==> config.mk <==
export PLATFORM = sky130hd
export DESIGN_NAME = pri_encoder_latch
export DESIGN_NICKNAME = d
export VERILOG_FILES = /design/src/rtl/pri_encoder_latch.sv
export SDC_FILE = /design/constraint.sdc
export NUM_CORES = 1
export LEC_CHECK = 0
export ABC_AREA = 1
export BUFFER_PORTS_ARGS = -buffer_cell sky130_fd_sc_hd__buf_2
export CAP_MARGIN = 20
export CORE_MARGIN = 2
export CORE_UTILIZATION = 41
export DETAILED_ROUTE_END_ITERATION = 10
export PLACE_DENSITY_LB_ADDON = 0.25
export SLEW_MARGIN = 15
export SYNTH_ARGS = -nofsm -noshare
export SYNTH_HDL_FRONTEND = slang
export SYNTH_SLANG_ARGS = --single-unit
==> constraint.sdc <==
create_clock -name clk -period 4.3 [get_ports clk]
set_input_delay 0.215 -clock clk [delete_from_list [all_inputs] [get_ports clk]]
set_output_delay 0.215 -clock clk [all_outputs]
set_load 0.02 [all_outputs]
==> src/rtl/pri_encoder_latch.sv <==
// -----------------------------------------------------------------------------
// pri_encoder_latch
//
// Latches request lines into a pending set and hands them, one at a time, to a
// consumer as a binary index with a Valid/Ack handshake. Request bit n is
// reported as index n, so the index round-trips through the 3-to-8 one-hot
// decoder back to bit n.
//
// Optional feature (compile-time macro PRI_ENC_ROUND_ROBIN_EN):
//   undefined - fixed priority, highest set index wins.
//   defined   - round-robin: search upward from rr_ptr with wrap-around;
//               rr_ptr moves to (granted index + 1) on every acked grant.
//
// Parameters:
//   IDX_W  width of the output index
//   N_REQ  number of request lines, must equal 2**IDX_W
//
// Ports:
//   clk       system clock, rising edge
//   rst_n     asynchronous active-low reset
//   Enable    block enable; low blocks capture and grants, abandons a grant
//   Req_in    request lines, level-sampled every cycle
//   Ack       consumer accepts the current Data_out
//   Data_out  registered index of the granted request
//   Valid     Data_out holds a granted request
//   Pending   registered set of captured, not-yet-acked requests
//   Pend_cnt  registered popcount of Pending
// -----------------------------------------------------------------------------
module pri_encoder_latch #(
   parameter int IDX_W = 3,
   parameter int N_REQ = 8
) (
   input  logic             clk,
   input  logic             rst_n,
   input  logic             Enable,
   input  logic [N_REQ-1:0] Req_in,
   input  logic             Ack,
   output logic [IDX_W-1:0] Data_out,
   output logic             Valid,
   output logic [N_REQ-1:0] Pending,
   output logic [IDX_W:0]   Pend_cnt
);

   typedef enum logic {
      IDLE  = 1'b0,
      GRANT = 1'b1
   } state_t;

   state_t           state, state_nxt;
   logic [N_REQ-1:0] clr;
   logic [N_REQ-1:0] pend_nxt;
   logic [IDX_W-1:0] sel_idx;
   logic [IDX_W-1:0] data_nxt;
   logic             valid_nxt;

   function automatic logic [IDX_W:0] popcount(input logic [N_REQ-1:0] v);
      logic [IDX_W:0] cnt;
      cnt = '0;
      for (int i = 0; i < N_REQ; i++)
         cnt = cnt + (IDX_W+1)'(v[i]);
      return cnt;
   endfunction

`ifdef PRI_ENC_ROUND_ROBIN_EN
   logic [IDX_W-1:0] rr_ptr, rr_nxt;

   // Walk from the farthest offset back toward rr_ptr so the last hit, i.e.
   // the nearest set bit at or above rr_ptr (with wrap), is the one kept.
   // Index arithmetic wraps naturally because N_REQ == 2**IDX_W.
   function automatic logic [IDX_W-1:0] select_idx(input logic [N_REQ-1:0] v,
                                                    input logic [IDX_W-1:0] ptr);
      logic [IDX_W-1:0] idx;
      logic [IDX_W-1:0] sel;
      sel = '0;
      for (int i = N_REQ-1; i >= 0; i--) begin
         idx = ptr + IDX_W'(i);
         if (v[idx])
            sel = idx;
      end
      return sel;
   endfunction

   assign sel_idx = select_idx(Pending, rr_ptr);
`else
   // Ascending scan: the highest set bit is the last one written.
   function automatic logic [IDX_W-1:0] select_idx(input logic [N_REQ-1:0] v);
      logic [IDX_W-1:0] sel;
      sel = '0;
      for (int i = 0; i < N_REQ; i++)
         if (v[i])
            sel = IDX_W'(i);
      return sel;
   endfunction

   assign sel_idx = select_idx(Pending);
`endif

   // Clear mask: the granted bit, only on the cycle it is accepted.
   always_comb begin
      clr = '0;
      if (Valid && Ack)
         clr[Data_out] = 1'b1;
   end

   // New requests are OR'd in after the clear, so a re-request in the ack
   // cycle keeps the bit pending. With Enable low the set is frozen.
   always_comb begin
      pend_nxt = Pending;
      if (Enable)
         pend_nxt = (Pending & ~clr) | Req_in;
   end

   always_comb begin
      state_nxt = state;
      data_nxt  = Data_out;
      valid_nxt = Valid;
`ifdef PRI_ENC_ROUND_ROBIN_EN
      rr_nxt    = rr_ptr;
`endif
      if (!Enable) begin
         // Abandon any outstanding grant; its bit remains in Pending.
         state_nxt = IDLE;
         data_nxt  = '0;
         valid_nxt = 1'b0;
      end else begin
         case (state)
            IDLE: begin
               if (|Pending) begin
                  data_nxt  = sel_idx;
                  valid_nxt = 1'b1;
                  state_nxt = GRANT;
               end
            end
            GRANT: begin
               // Data_out is frozen while waiting; it keeps its value after
               // the ack, only Valid drops.
               if (Ack) begin
                  valid_nxt = 1'b0;
                  state_nxt = IDLE;
`ifdef PRI_ENC_ROUND_ROBIN_EN
                  rr_nxt    = Data_out + 1'b1;
`endif
               end
            end
            default: begin
               state_nxt = IDLE;
               valid_nxt = 1'b0;
            end
         endcase
      end
   end

   always_ff @(posedge clk or negedge rst_n) begin
      if (!rst_n) begin
         state    <= IDLE;
         Data_out <= '0;
         Valid    <= 1'b0;
         Pending  <= '0;
         Pend_cnt <= '0;
      end else begin
         state    <= state_nxt;
         Data_out <= data_nxt;
         Valid    <= valid_nxt;
         Pending  <= pend_nxt;
         Pend_cnt <= popcount(pend_nxt);
      end
   end

`ifdef PRI_ENC_ROUND_ROBIN_EN
   always_ff @(posedge clk or negedge rst_n) begin
      if (!rst_n)
         rr_ptr <= '0;
      else
         rr_ptr <= rr_nxt;
   end
`endif

endmodule

==> results.json <==
{
  "timing.hold.ws_ns": 0.1539,
  "h-tree-depth": 1,
  "remaining_drc_errors": 0,
  "power_mw": 0.4229,
  "die_area_um2": 2697,
  "first_iter_violations": 5,
  "drive_gt1_frac": 0.2929,
  "slew_headroom": 0.7418,
  "setup-tns-final_ns": 0,
  "placedCellCount": 163,
  "max-cap-violations": 0,
  "antenna_cells": 0,
  "powerDensity_nw_per_um2": 369.8,
  "gp_congestion": 0.8868,
  "clkTransAtPathRegs_ns": 0.09,
  "yosys-top-cells-count": "nand2_1, inv_1, dfrtp_1, nand3_1, nor2_1",
  "cpPeakStageDelay_ns": 0.53,
  "io_buffer_count": 27,
  "antenna_left": 0,
  "dp_hpwl_um": 1608,
  "post_cts_buffers": 0,
  "crit_required_ns": 4.49,
  "avgViaCountPerCell": 4.714,
  "setup_viol": 0,
  "pin_count": 28,
  "core-area_um2": 2191,
  "fin_crit_ns": 3.393,
  "status": "completed",
  "numCtsBuffers": 3,
  "vdd_drop_max_mv": 0.2767,
  "grt_max_degree": 18,
  "p_leak_nw": 0.6001,
  "cts-root-buf": "clkbuf_4",
  "cts_resized": 0,
  "rsz0062_at_grt": "no",
  "arrival_ns": 3.58,
  "worst_pin_slew_ns": 0.3874,
  "yosysTopAreaCellShare": 0.4515,
  "max_freq_mhz": 294.7,
  "crit_top_cell": "inv_1",
  "syn-cell-area_um2": 942.2,
  "grtUsageTotal": 0.1683,
  "synth_cell_types": 18,
  "synthesis.nets": 128,
  "critPathCaptureType": "register",
  "ys_seq_elements": 17,
  "worstPathMaxFanout": 4,
  "fin_util": 0.5220,
  "netlist_top_cells_area": "dfrtp_1, nand2_1, fa_1",
  "fillers": 213,
  "hold_violations": 0,
  "yosysMostFrequentCell": "nand2_1",
  "yosysSeqAreaShare": 0.4515,
  "die_y_um": 51.94,
  "crit_chain": "nand3_2 > nor2_2 > nand2_1 > a22oi_2 > fa_1 > inv_1 > fa_1 > inv_1 > fa_1 > inv_1 > ha_1 > inv_1 > fa_1 > inv_1",
  "die_w_um": 51.94,
  "areaGrowthSynthToFinish_pct": 21.38,
  "grt-ovfl-total": 0,
  "slew_viol_final": 0,
  "fp-row-count": 17,
  "wl_per_cell_um": 11.34,
  "fin_nets": 160,
  "synthCells": 109,
  "fin_crit_sh": 0.7890,
  "critPathKind": "reg -> reg",
  "synth_top_area_cell": "dfrtp_1",
  "wirelength_um": 1905,
  "multi_input_comb_area_um2": 417.9,
  "antenna_found_initial": 0,
  "seq_area_um2": 425.4,
  "clock_path_buffers": 2,
  "vias": 792,
  "hold_path.class": "in -> reg",
  "synth_ff_type": "dfrtp_1",
  "async_flop_share": 1.000,
  "yosys_warnings": 0,
  "clk_latency_ns": 0.28,
  "holdBufCountCts": 1,
  "synth.avg_cell_area_um2": 8.644,
  "initial_core_util": 0.4300,
  "grt_pass1_vias": 797,
  "cp-start-kind": "register",
  "skew_ns": 0.002759,
  "worst_path_max_delay_cell": "fa_1",
  "synth_edf_count": 0,
  "clock_sinks": 17,
  "fin_cells": 168,
  "firstDrtPassIters": 3,
  "grt_pass1_wl_um": 3243,
  "cts_tree": "yes"
}
## flip-flops by register name, indices dropped and copies added (netlist names)
name / flops
state: 1
Data_out: 3
Pending: 8
Valid: 1
Pend_cnt: 4
## per-stage QoR
step | cell area [um2] | worst slack, ns
after global placement | 1107 | 0.7690
after floorplan | 942.2 | 1.011
after detailed placement | 1107 | 0.7699
final | 1144 | 0.9072
after CTS | 1144 | 0.8881
after global routing | 1144 | 0.6920
## power breakdown
group	internal (mW)	switching [mW]	total, mW
registers	0.186	0.0153	0.202
clock network	0.0360	0.0481	0.0842
logic	0.0494	0.0877	0.137
total	0.272	0.151	0.423
## path summary, 6_finish.rpt
kind | from | to | slack, ns | cells after the start
max reg2reg | Valid | Pend_cnt[1] | 0.91 | 14
max | Valid | Pend_cnt[1] | 0.91 | 14
min | Ack | state | 0.15 | 2
min reg2reg | Valid | Valid | 0.53 | 2
min in group asynchronous | rst_n | Data_out[0] | 0.37 | 2
max in group asynchronous | rst_n | Pending[5] | 3.66 | 2
## cell usage in the layout, fill, tap and decap left out
cell           instances
dfrtp_1               17
clkbuf_4               3
ha_1                   3
dlygate4sd3_1          1
xnor2_1                1
o21ai_0                1
o21ai_1                2
nand3_2                1
a21o_1                 2
nand2_1               28
clkbuf_1               1
nor2_1                 7
buf_2                 27
nand3_1                7
a21oi_1                3
nor2_2                 2
fa_1                   4
inv_2                  4
inv_1                 21
o31ai_1                1
a22oi_2                4
## worst max-delay path, delay by kind of cell (launching register included)
| kind | cells | cell delay, ns |
|---|---|---|
| fa+ha+maj | 5 | 1.96 |
| buf+inv | 5 | 0.34 |
| simple gates | 3 | 0.38 |
| compound gates | 1 | 0.22 |
| flops | 1 | 0.39 |
## kinds of logic (layout without fill, tap and decap cells)
group | Yosys count | after routing | share of synthesized area
adders and majority gates | 7 | 7 | 0.1248
buffers and inverters | 26 | 57 | 0.1049
xor gates and xnor gates | 1 | 1 | 0.009298
and+or+nand+nor | 45 | 45 | 0.2005
DFF | 17 | 17 | 0.4515
AOI/OAI and AO/OA | 13 | 13 | 0.1089
## layout make-up
| class | count | area share |
|---|---|---|
| clock buffers | 4 | 0.02298 |
| inverters | 25 | 0.08206 |
| repair buffers | 28 | 0.1269 |
| multi-input cells | 66 | 0.3654 |
| well taps | 28 | 0.03063 |
| flip-flops and latches | 17 | 0.3720 |
## metal layers
metal | up-vias | global-route usage | wire, um
met5 | - | 0 | 0
met4 | 0 | 0.1053 | 33
met3 | 4 | 0.03448 | 57
met2 | 12 | 0.2996 | 1063
met1 | 377 | 0.1790 | 750
li1 | 399 | - | -
Power figures use the tool's default switching activity.
